File: config.mk
export PLATFORM = sky130hd
export DESIGN_NAME = instr_fetch
export DESIGN_NICKNAME = d
export VERILOG_FILES = /design/src/rtl/fetch_pkg.sv /design/src/rtl/fetch_fifo.sv /design/src/rtl/instr_fetch.sv
export SDC_FILE = /design/constraint.sdc
export NUM_CORES = 1
export LEC_CHECK = 0
export CORE_UTILIZATION = 56
export DETAILED_ROUTE_END_ITERATION = 6
export PLACE_DENSITY = 0.93
export SYNTH_ARGS = -nofsm -noshare
export SYNTH_HDL_FRONTEND = slang
export SYNTH_SLANG_ARGS = --single-unit
File: constraint.sdc
create_clock -name clk -period 6.5 [get_ports clk]
set_input_delay 1.3 -clock clk [delete_from_list [all_inputs] [get_ports clk]]
set_output_delay 1.3 -clock clk [all_outputs]
set_load 0.01 [all_outputs]
File: src/rtl/fetch_pkg.sv
// Shared types and constants for the instruction fetch stage.
package fetch_pkg;

    localparam int XLEN = 32;
    localparam logic [XLEN-1:0] RESET_PC_DEFAULT = 32'h0000_0000;
    localparam logic [XLEN-1:0] PC_STEP = 32'h0000_0004;

    typedef struct packed {
        logic [XLEN-1:0] pc;
        logic [XLEN-1:0] instr;
    } fetch_entry_t;

endpackage

File: src/rtl/fetch_fifo.sv
// Small synchronous FIFO of fetched {pc, instr} entries with flush and occupancy count.
module fetch_fifo
    import fetch_pkg::*;
#(
    parameter int DEPTH = 2,
    localparam int AW = (DEPTH > 1) ? $clog2(DEPTH) : 1,
    localparam int CW = $clog2(DEPTH + 1)
) (
    input  logic          clk,
    input  logic          rst,
    input  logic          flush,
    input  logic          push,
    input  fetch_entry_t  push_data,
    input  logic          pop,
    output fetch_entry_t  head,
    output logic [CW-1:0] count
);

    logic [AW-1:0] wr_ptr_r;
    logic [AW-1:0] rd_ptr_r;
    logic [CW-1:0] count_r;
    fetch_entry_t  mem_r [DEPTH];

    // Storage, pointers and occupancy; reset also zeroes storage so the empty head reads 0.
    always_ff @(posedge clk) begin
        if (rst) begin
            wr_ptr_r <= '0;
            rd_ptr_r <= '0;
            count_r  <= '0;
            for (int i = 0; i < DEPTH; i++) begin
                mem_r[i] <= '0;
            end
        end else if (flush) begin
            wr_ptr_r <= '0;
            rd_ptr_r <= '0;
            count_r  <= '0;
        end else begin
            if (push) begin
                mem_r[wr_ptr_r] <= push_data;
                wr_ptr_r        <= wr_ptr_r + 1'b1;
            end
            if (pop) begin
                rd_ptr_r <= rd_ptr_r + 1'b1;
            end
            count_r <= count_r + CW'(push) - CW'(pop);
        end
    end

    assign head  = mem_r[rd_ptr_r];
    assign count = count_r;

endmodule

File: src/rtl/instr_fetch.sv
// Fetch stage: owns the PC, issues credit-limited sequential fetches and buffers responses for decode.
// Optional stall counter on out_valid & !out_ready is enabled by defining FETCH_PERF_EN.
module instr_fetch #(
    parameter int              XLEN       = fetch_pkg::XLEN,
    parameter logic [XLEN-1:0] RESET_PC   = fetch_pkg::RESET_PC_DEFAULT,
    parameter int              FIFO_DEPTH = 2
) (
    input  logic            clk,
    input  logic            rst,
    output logic            imem_req,
    output logic [XLEN-1:0] imem_addr,
    input  logic [XLEN-1:0] imem_rdata,
    input  logic            redirect_valid,
    input  logic [XLEN-1:0] redirect_pc,
    output logic            out_valid,
    input  logic            out_ready,
    output logic [XLEN-1:0] out_instr,
`ifdef FETCH_PERF_EN
    output logic [31:0]     stall_cnt,
`endif
    output logic [XLEN-1:0] out_pc
);

    import fetch_pkg::*;

    localparam int CW = $clog2(FIFO_DEPTH + 1);

    logic [XLEN-1:0] pc_r;
    logic [XLEN-1:0] inflight_pc_r;
    logic            inflight_r;
    logic            req_s;
    logic            push_s;
    logic            pop_s;
    logic [CW-1:0]   count_s;
    fetch_entry_t    head_s;
    fetch_entry_t    push_data_s;

    // Credit check, response acceptance and decode handshake.
    always_comb begin
        req_s  = 1'b0;
        push_s = 1'b0;
        if (!rst && !redirect_valid && ((32'(count_s) + 32'(inflight_r)) < 32'(FIFO_DEPTH))) begin
            req_s = 1'b1;
        end else begin
            req_s = 1'b0;
        end
        // A response arriving in a redirect or reset cycle belongs to the old stream.
        if (inflight_r && !redirect_valid && !rst) begin
            push_s = 1'b1;
        end else begin
            push_s = 1'b0;
        end
        pop_s             = out_valid & out_ready;
        push_data_s.pc    = inflight_pc_r;
        push_data_s.instr = imem_rdata;
    end

    // PC and in-flight tracking; a redirect drops the outstanding request.
    always_ff @(posedge clk) begin
        if (rst) begin
            pc_r          <= RESET_PC;
            inflight_r    <= 1'b0;
            inflight_pc_r <= '0;
        end else if (redirect_valid) begin
            pc_r       <= {redirect_pc[XLEN-1:2], 2'b00};
            inflight_r <= 1'b0;
        end else begin
            if (req_s) begin
                pc_r          <= pc_r + XLEN'(PC_STEP);
                inflight_pc_r <= pc_r;
            end
            inflight_r <= req_s;
        end
    end

    fetch_fifo #(
        .DEPTH (FIFO_DEPTH)
    ) u_fifo (
        .clk       (clk),
        .rst       (rst),
        .flush     (redirect_valid),
        .push      (push_s),
        .push_data (push_data_s),
        .pop       (pop_s),
        .head      (head_s),
        .count     (count_s)
    );

    assign imem_req  = req_s;
    assign imem_addr = pc_r;
    assign out_valid = (count_s != '0);
    assign out_instr = head_s.instr;
    assign out_pc    = head_s.pc;

`ifdef FETCH_PERF_EN
    logic [31:0] stall_cnt_r;

    // Saturating count of cycles where decode holds back a valid entry; survives redirects.
    always_ff @(posedge clk) begin
        if (rst) begin
            stall_cnt_r <= 32'h0000_0000;
        end else if (out_valid && !out_ready && (stall_cnt_r != 32'hFFFF_FFFF)) begin
            stall_cnt_r <= stall_cnt_r + 32'h0000_0001;
        end else begin
            stall_cnt_r <= stall_cnt_r;
        end
    end

    assign stall_cnt = stall_cnt_r;
`else
    // Stall counter not built in this configuration.
`endif

endmodule

# After elaboration in Yosys (flattened, before gate mapping)
# Memory sizes are Yosys's and may differ from the RTL's. A register that Yosys moved wholly into a read port is not among the register bits.
# Index checks and enable logic that the tools add are counted.
[totals] wordCells=43 memories=1 out_inout_bits=98 ramBits=128 ff_bits=69 inputBits=68
[mem_list] name="u_fifo.mem_r" words=2 width=64 read_ports=1 rd_ports_with_merged_regs=1 write_ports=2 line="fetch_fifo.sv:22" source="fetch_entry_t mem_r [DEPTH];"
[op_classes] bitwise=2 reduce_logical=11 magnitude_cmp=1 add_sub_neg=6 mux=15
[ops] cell="$mux W32" n=2
[ops] cell="$mux W64" n=1
[ops] cell="$reduce_or A64 Y1" n=1
[ops] cell="$add A32 B3 Y32 const B" n=1
[ops] cell="$mux W1" n=12
[ops] cell="$logic_and A1 B1 Y1" n=4
[ops] cell="$reduce_bool A2 Y1" n=2
[ops] cell="$add A2 B1 Y3" n=1
[ops] cell="$lt A3 B2 Y1 const B" n=1
[ops] cell="$add A1 B1 Y1 const B" n=2
[ops] cell="$add A2 B1 Y2" n=1
[ops] cell="$logic_not A1 Y1" n=2
[ops] cell="$reduce_and A2 Y1" n=1
[ops] cell="$reduce_or A2 Y1" n=1
[ops] cell="$sub A2 B1 Y2" n=1
[ops] cell="$and A1 B1 Y1" n=1
[ops] cell="$not A1 Y1" n=1

# Longest topological paths before layout
# Gate-level depths: netlist (run 1).
[depth] depth_word=10 depth_mapped=8 mapped_depth_nobuf=8

# Modules after synthesis
# From an unflattened synthesis (run 1), not the netlist that was laid out.
[hier_totals] hier_cells=752 hier_area_um2=8858.5
[by_module_without_submodules] mod="fetch_fifo" n_inst=1 cells_per_inst=378 area_each_um2=5881.9 seq_area_each_um2=3943.8
[by_module_without_submodules] mod="instr_fetch" n_inst=1 cells_per_inst=374 area_each_um2=2976.6 seq_area_each_um2=1221.2

# Worst setup path after synthesis (run 1)
# No wires, ideal clock.
[synth_timing] path_kind="in2out" start="input port rst" end="output port imem_req" slack_ns=2.912 n_path_buf=3 stages=5 arrival_time_ns=2.288 path_cell_list="buf_6 > a2111o_1 > clkinv_2 > buf_4 > buf_2"
[synth_between] elab_chain_len=4
[synth_rtl] item="from (decl)" line="instr_fetch.sv:9" source="input logic rst,"
[synth_rtl] item="$logic_not A1 Y1" line="instr_fetch.sv:42" source="if (!rst && !redirect_valid && ((32'(count_s) + 32'(inflight_r)) < 32'(FIFO_DEPTH))) begin"
[synth_rtl] item="$logic_and A1 B1 Y1 (2 in series)" line="instr_fetch.sv:42"
[synth_rtl] item="$mux W1" line="instr_fetch.sv:42"
[synth_rtl] item="to (decl)" line="instr_fetch.sv:10" source="output logic imem_req,"
# Every way passes these cells.

# Worst setup path after layout (run 1)
[layout_timing] start="input port redirect_valid" end="output port imem_req"
[layout_between] elab_chain_len=4
[layout_rtl] item="from (decl)" line="instr_fetch.sv:13" source="input logic redirect_valid,"
[layout_rtl] item="$logic_not A1 Y1" line="instr_fetch.sv:42"
[layout_rtl] item="$logic_and A1 B1 Y1 (2 in series)" line="instr_fetch.sv:42"
[layout_rtl] item="$mux W1" line="instr_fetch.sv:42"
# Every way passes these cells.

==> impl_metrics.yaml, run 1 <==
timing:
  fin_crit_sh: 0.719
  rsz0062_at_grt: "false"
  worst_pin_slew_ps: 978
  setup_viol: 0
  tns_ps: 0
  fmax_mhz: 214
  worst_slack_ps: 1830
  whs_ps: 461
  fin_crit_ps: 4670
  hold_viol: 0
  drv_slew: 0
  maxSlewHeadroom: 0.348
  clock_skew_ps: 8.94
placed_design:
  dp_hpwl_microns: 11500
  place_congestion: 0.824
  post-place-ws_ps: 1700
  place_inst: 1039
  place_area_sq_um: 10100
  portBuffers: 159
global_routing:
  grt_first_pass_wirelength_microns: 30200
  gr-total-overflow: 0
  grtUsageTotal: 0.247
  grt_pass1_vias: 5949
  antenna_found_initial: 0
  grt_max_degree: 70
clocking:
  postCtsHoldBufs: 0
  ctsHtreeMaxLevel: 4
  cts_root_buffer: "clkbuf_16"
  cts_tree: "done"
  clk_pin_slew_ps: 60
  cts_buffer_depth: 2
  clock_sinks: 190
  insertion_delay_ps: 430
  numCtsBuffers: 17
  cts_resized: 0
  cts_setup_buffers: 0
worst_setup_path:
  cp_cell_sequence: "clkdlybuf4s50_1 -> a2111o_2 -> clkinv_2 -> clkdlybuf4s50_1"
  r2r_slack_ps: 3630
  r2r_start: "u_fifo.wr_ptr_r"
  crit_required_ps: 5200
  critPathArrivalTime_ps: 3370
  path_max_fanout: 45
  crit_type: "in2out"
  crit_path_top_delay_cell: "clkdlybuf4s50_1"
  cp-start-kind: "input port"
  crit_path_end_kind: "output port"
  cpMostUsedCell: "clkdlybuf4s50_1"
  max_stage_delay_ps: 650
  startpoint: "redirect_valid"
routing:
  firstDrtPassIters: 5
  drc_errors: 0
  wire_per_inst_microns: 17.3
  dr.first_iter.drc_count: 499
  wirelength_microns: 18500
  ant_nets: 0
  vias_per_cell: 5.56
  via_count: 5953
synthesis:
  synth_top_area_frac: 0.443
  muxShareOfSynthArea: 0.0867
  seq_area_frac_synth: 0.600
  syn_area_per_cell_sq_um: 11.4
  yosysTopAreaCell: "edfxtp_1"
  synth_common_cells: "132 x and2_1, 124 x edfxtp_1, 91 x nand2_1, 66 x dfxtp_1, 62 x mux2_2"
  ys_warn_count: 0
  synth_area_leaders: "edfxtp_1 44%, dfxtp_1 16%, and2_1 9.8%"
  yosysMostFrequentCell: "and2_1"
  synth_top_family_by_area: "simple AND/OR/NAND/NOR gates"
  synth_compound_area_frac: 0.0651
  syn_area_sq_um: 8410
  synthArstFlopShare: 0
  netlist_instances: 736
  ys.flop_type: "edfxtp_1"
  synth_cell_types: 48
  synth_edf_count: 124
  synth_seq_cells: 190
  synth-simple-area-share: 0.200
  synth_fa_ha_area_frac: 0.00446
  synth_xor_area_frac: 0.0135
final_layout:
  fill_cells: 946
  fin_nets: 945
  final_area_sq_um: 10700
  antennaDiodeCount: 0
  area_growth_pct: 26.8
  final_util: 0.731
  drive_above_1_share: 0.127
  layout.cells.non_filler: 1071
floorplanning:
  start_util: 0.577
  io-pin-count: 166
  die_x_microns: 125
  die_area_sq_um: 15500
  row_count: 44
  die_h_microns: 125
  coreArea_sq_um: 14600
run:
  max_cap_viol_count: 0
hold_path:
  worstHoldStart: "inflight_pc_r[16]"
  hold_class: "reg2reg"
pwr:
  ir_worst_vdd_mv: 0.184
  total_power_mw: 2.65
  power_density_nw_per_um2: 248
  p_leak_nw: 3.92
status:
  run_status: "finished clean"
-- kinds of logic (layout without fill, tap and decap cells) --
group                      count (synthesis)  in the layout
buffers and inverters                     58            206
DFF                                      190            190
adders and majority gates                  3              3
muxes                                     65             65
AOI/OAI and AO/OA                         95             95
and+or+nand+nor                          311            311
other                                      1              4
xor gates and xnor gates                  13             13
-- placed cells by master, fill, tap and decap left out, types with 8 or more instances in the layout --
master | synthesis | routed
dfxtp_1 | 66 | 65
nand3_1 | 9 | 9
and2_1 | 132 | 132
clkdlybuf4s50_1 | 0 | 158
edfxtp_1 | 124 | 124
o21ai_0 | 11 | 11
nor2_1 | 24 | 24
mux2_2 | 62 | 62
nor3_1 | 11 | 11
o22ai_1 | 8 | 8
clkbuf_16 | 0 | 17
a21oi_1 | 52 | 52
a31oi_1 | 8 | 8
nand4_1 | 11 | 11
nand2_1 | 91 | 91
-- layout make-up --
class / instances / area [sq um] / area share
clock buffer: 23 / 478 / 0.0448
sequential: 190 / 5050 / 0.473
multi-input combinational: 491 / 3140 / 0.294
tap: 184 / 230 / 0.0216
inverter: 8 / 31.3 / 0.00293
clock inverter: 9 / 109 / 0.0102
timing repair buffer: 166 / 1640 / 0.154
-- worst paths after layout --
kind,to,cells after the start
min,inflight_pc_r[16],2
max,imem_req,4
max reg2reg,u_fifo.mem_r[1][29],3
min reg2reg,inflight_pc_r[16],2
-- where the power goes --
part / total (mW) / switching (mW) / internal (mW) / leakage (nW)
sequential: 1.38 / 0.0409 / 1.34 / 1.82
combinational: 0.244 / 0.113 / 0.131 / 1.81
clock: 1.02 / 0.427 / 0.598 / 0.288
-- worst max-delay path: cells and delay by family --
kind                   cells  cell delay (ps)
buffers and inverters      3             1560
AOI/OAI and AO/OA          1              490
-- flip-flops by register name, indices dropped and copies added, names as in the netlist, named ones only --
name,flops
imem_addr,30
inflight_pc_r,30
inflight_r,1
u_fifo.count,2
u_fifo.mem_r,124
u_fifo.rd_ptr_r,1
u_fifo.wr_ptr_r,1
-- metal layers --
layer	vias up	GRT usage	part of all wire
met5	-	0	0
met4	0	0.0907	0.017
met3	23	0.0485	0.067
met2	254	0.417	0.50
met1	2806	0.314	0.42
li1	2870	-	-
(Power assumes the default switching activity.)
==> run 2, diff against run 1 <==
--- a/config.mk
+++ b/config.mk
@@ -5,9 +5,9 @@
 export SDC_FILE = /design/constraint.sdc
 export NUM_CORES = 1
 export LEC_CHECK = 0
-export CORE_UTILIZATION = 56
+export CORE_UTILIZATION = 52
 export DETAILED_ROUTE_END_ITERATION = 6
-export PLACE_DENSITY = 0.93
+export PLACE_DENSITY = 0.87
 export SYNTH_ARGS = -nofsm -noshare
 export SYNTH_HDL_FRONTEND = slang
 export SYNTH_SLANG_ARGS = --single-unit
==> constraint.sdc (replaced) <==
create_clock -name clk -period 4.9 [get_ports clk]
set_input_delay 0.98 -clock clk [delete_from_list [all_inputs] [get_ports clk]]
set_output_delay 0.98 -clock clk [all_outputs]
set_load 0.01 [all_outputs]
==> run 2 against run 1 <==
  * Worst setup slack worse by 530 ps
  * Clock power grew 28%
  * Utilization down 5.4 points
  * Die area is 7.6% higher
  * Critical path depth unchanged
  * Global-route usage shrank 2.0 points
  * Wire length decreased by 0.58%
  * Non-clock buffer count grew 2
  * First-iteration DRC count fell by 21%
  * Final area increased by 0.42%
  * Via count up 0.84%
  * Count of clock-buffer cells in the layout is 5 lower
  * Critical endpoint unchanged
  * Largest cell class unchanged
==> impl_metrics.yaml, run 2 (same netlist as run 1, synthesis figures left out) <==
status:
  run_status: "finished clean"
pwr:
  power_frac_comb: 0.094
  p_clk_frac: 0.378
  power_density_nw_per_um2: 323
  total_power_mw: 3.46
  power.share.switching: 0.232
  p_leak_nw: 3.90
  sequentialPowerShare: 0.528
  p_int_mw: 2.66
  ir_worst_vdd_mv: 0.258
  p_sw_mw: 0.801
floorplanning:
  die_x_microns: 129
  die_area_sq_um: 16700
  die_h_microns: 129
  row_count: 46
  io-pin-count: 166
  start_util: 0.531
  coreArea_sq_um: 15800
final_layout:
  largest_reg_flops: 124
  drive_above_1_share: 0.129
  fin_nets: 947
  antennaDiodeCount: 0
  layout.cells.non_filler: 1105
  final_cell_mix: "158 x clkdlybuf4s50_1, 132 x and2_1, 124 x edfxtp_1, 91 x nand2_1, 65 x dfxtp_1"
  top_register: "u_fifo.mem_r"
  layout_commonest_cell: "clkdlybuf4s50_1"
  area_growth_pct: 27.4
clocking:
  insertion_delay_ps: 430
  postCtsHoldBufs: 0
  clock_sinks: 190
  cts_root_buffer: "clkbuf_16"
  cts_tree: "done"
  cts_buffer_depth: 2
  cts_setup_buffers: 0
  clk_pin_slew_ps: 70
  cts_resized: 0
  ctsHtreeMaxLevel: 4
  numCtsBuffers: 17
timing:
  maxSlewHeadroom: 0.307
  drv_slew: 0
  tns_ps: 0
  hold_viol: 0
  clock_skew_ps: 3.78
  fin_crit_ps: 3600
  fin_crit_sh: 0.735
  fmax_mhz: 278
  worst_pin_slew_ps: 1040
  setup_viol: 0
  rsz0062_at_grt: "false"
worst_setup_path:
  cpMostUsedCell: "clkdlybuf4s50_1"
  r2r_slack_ps: 2570
  cp_cell_sequence: "clkdlybuf4s50_1 -> a2111o_2 -> clkinv_2 -> clkdlybuf4s50_1"
  critPathArrivalTime_ps: 2620
  r2r_start: "inflight_r"
  crit_path_end: "imem_req"
  critical_path.top_delay_family: "buffers and inverters"
  critPathBufInv: 3
  cp-start-kind: "input port"
  path_depth: 4
  r2r_cells: 4
  crit_required_ps: 3920
  crit_path_top_delay_cell: "a2111o_2"
  startpoint: "redirect_valid"
  crit_type: "in2out"
  r2r-end: "u_fifo.mem_r[0][10]"
  crit_path_end_kind: "output port"
  max_stage_delay_ps: 530
  path_max_fanout: 4
global_routing:
  grt_first_pass_wirelength_microns: 28800
  antenna_found_initial: 0
  grtUsageTotal: 0.227
  grt_max_degree: 70
  gr-total-overflow: 0
  grt_pass1_vias: 5676
routing:
  via_count: 6003
  ant_nets: 0
  firstDrtPassIters: 5
  wirelength_microns: 18400
  drc_errors: 0
  vias_per_cell: 5.43
  wire_per_inst_microns: 16.6
  dr.first_iter.drc_count: 392
run:
  max_cap_viol_count: 0
placed_design:
  place_congestion: 0.812
  dp_hpwl_microns: 11500
  place_inst: 1073
  portBuffers: 159
hold_path:
  hold_class: "reg2reg"
-- run 2: final cells by class --
| cell class | instances | area (sq um) |
|---|---|---|
| clock inverters | 14 | 135 |
| repair buffers | 168 | 1670 |
| well taps | 216 | 270 |
| multi-input cells | 491 | 3140 |
| fillers | 1182 | 5110 |
| flip-flops and latches | 190 | 5050 |
| inverters | 8 | 31.3 |
| clock buffers | 18 | 429 |
-- run 2: how the worst min path moves through the flow --
stage	start	depth (start not counted)	slack, ps	to
after floorplan	inflight_pc_r[10]	2	440	inflight_pc_r[10]
after global placement	inflight_pc_r[19]	2	450	inflight_pc_r[19]
after detailed placement	inflight_pc_r[10]	2	450	inflight_pc_r[10]
after CTS	inflight_pc_r[19]	2	460	inflight_pc_r[19]
after global routing	inflight_pc_r[20]	2	480	inflight_pc_r[20]
final	inflight_pc_r[2]	2	460	inflight_pc_r[2]
-- run 2: power groups by stage --
| stage | logic [mW] | registers (mW) | clock network (mW) |
|---|---|---|---|
| after floorplan | 0.146 | 1.85 | 0 |
| after detailed placement | 0.324 | 1.86 | 0 |
| after global placement | 0.318 | 1.85 | 0 |
| after CTS | 0.328 | 1.83 | 1.33 |
| final | 0.325 | 1.83 | 1.31 |
| after global routing | 0.351 | 1.84 | 1.39 |
-- run 2: routing by layer --
| layer | part of all wire | vias to the layer above | routed length, microns | GRT usage |
|---|---|---|---|---|
| met5 | 0 | - | 0 | 0 |
| met4 | 0.013 | 0 | 241 | 0.0734 |
| met3 | 0.067 | 18 | 1230 | 0.0467 |
| met2 | 0.49 | 227 | 9080 | 0.384 |
| met1 | 0.43 | 2881 | 7820 | 0.291 |
| li1 | - | 2877 | - | - |
-- run 2: metrics by stage --
step / cell area [sq um] / hold slack (ps) / setup slack, ps / util
2_1_floorplan: 8420 / 440 / 1950 / -
3_3_place_gp: 10200 / 447 / 1280 / 0.641
3_5_place_dp: 10200 / 454 / 1260 / 0.641
4_1_cts: 10700 / 464 / 1300 / 0.677
5_1_grt: 10700 / 484 / 1280 / 0.677
6_report: 10700 / 462 / 1300 / 0.677
-- run 2: worst reg2reg max path, cell delays in order, from the launching register on --
cell and delay (ps):
dfxtp_1 390, and2_1 190, nor2b_4 150, or2_2 810
buf_4 470
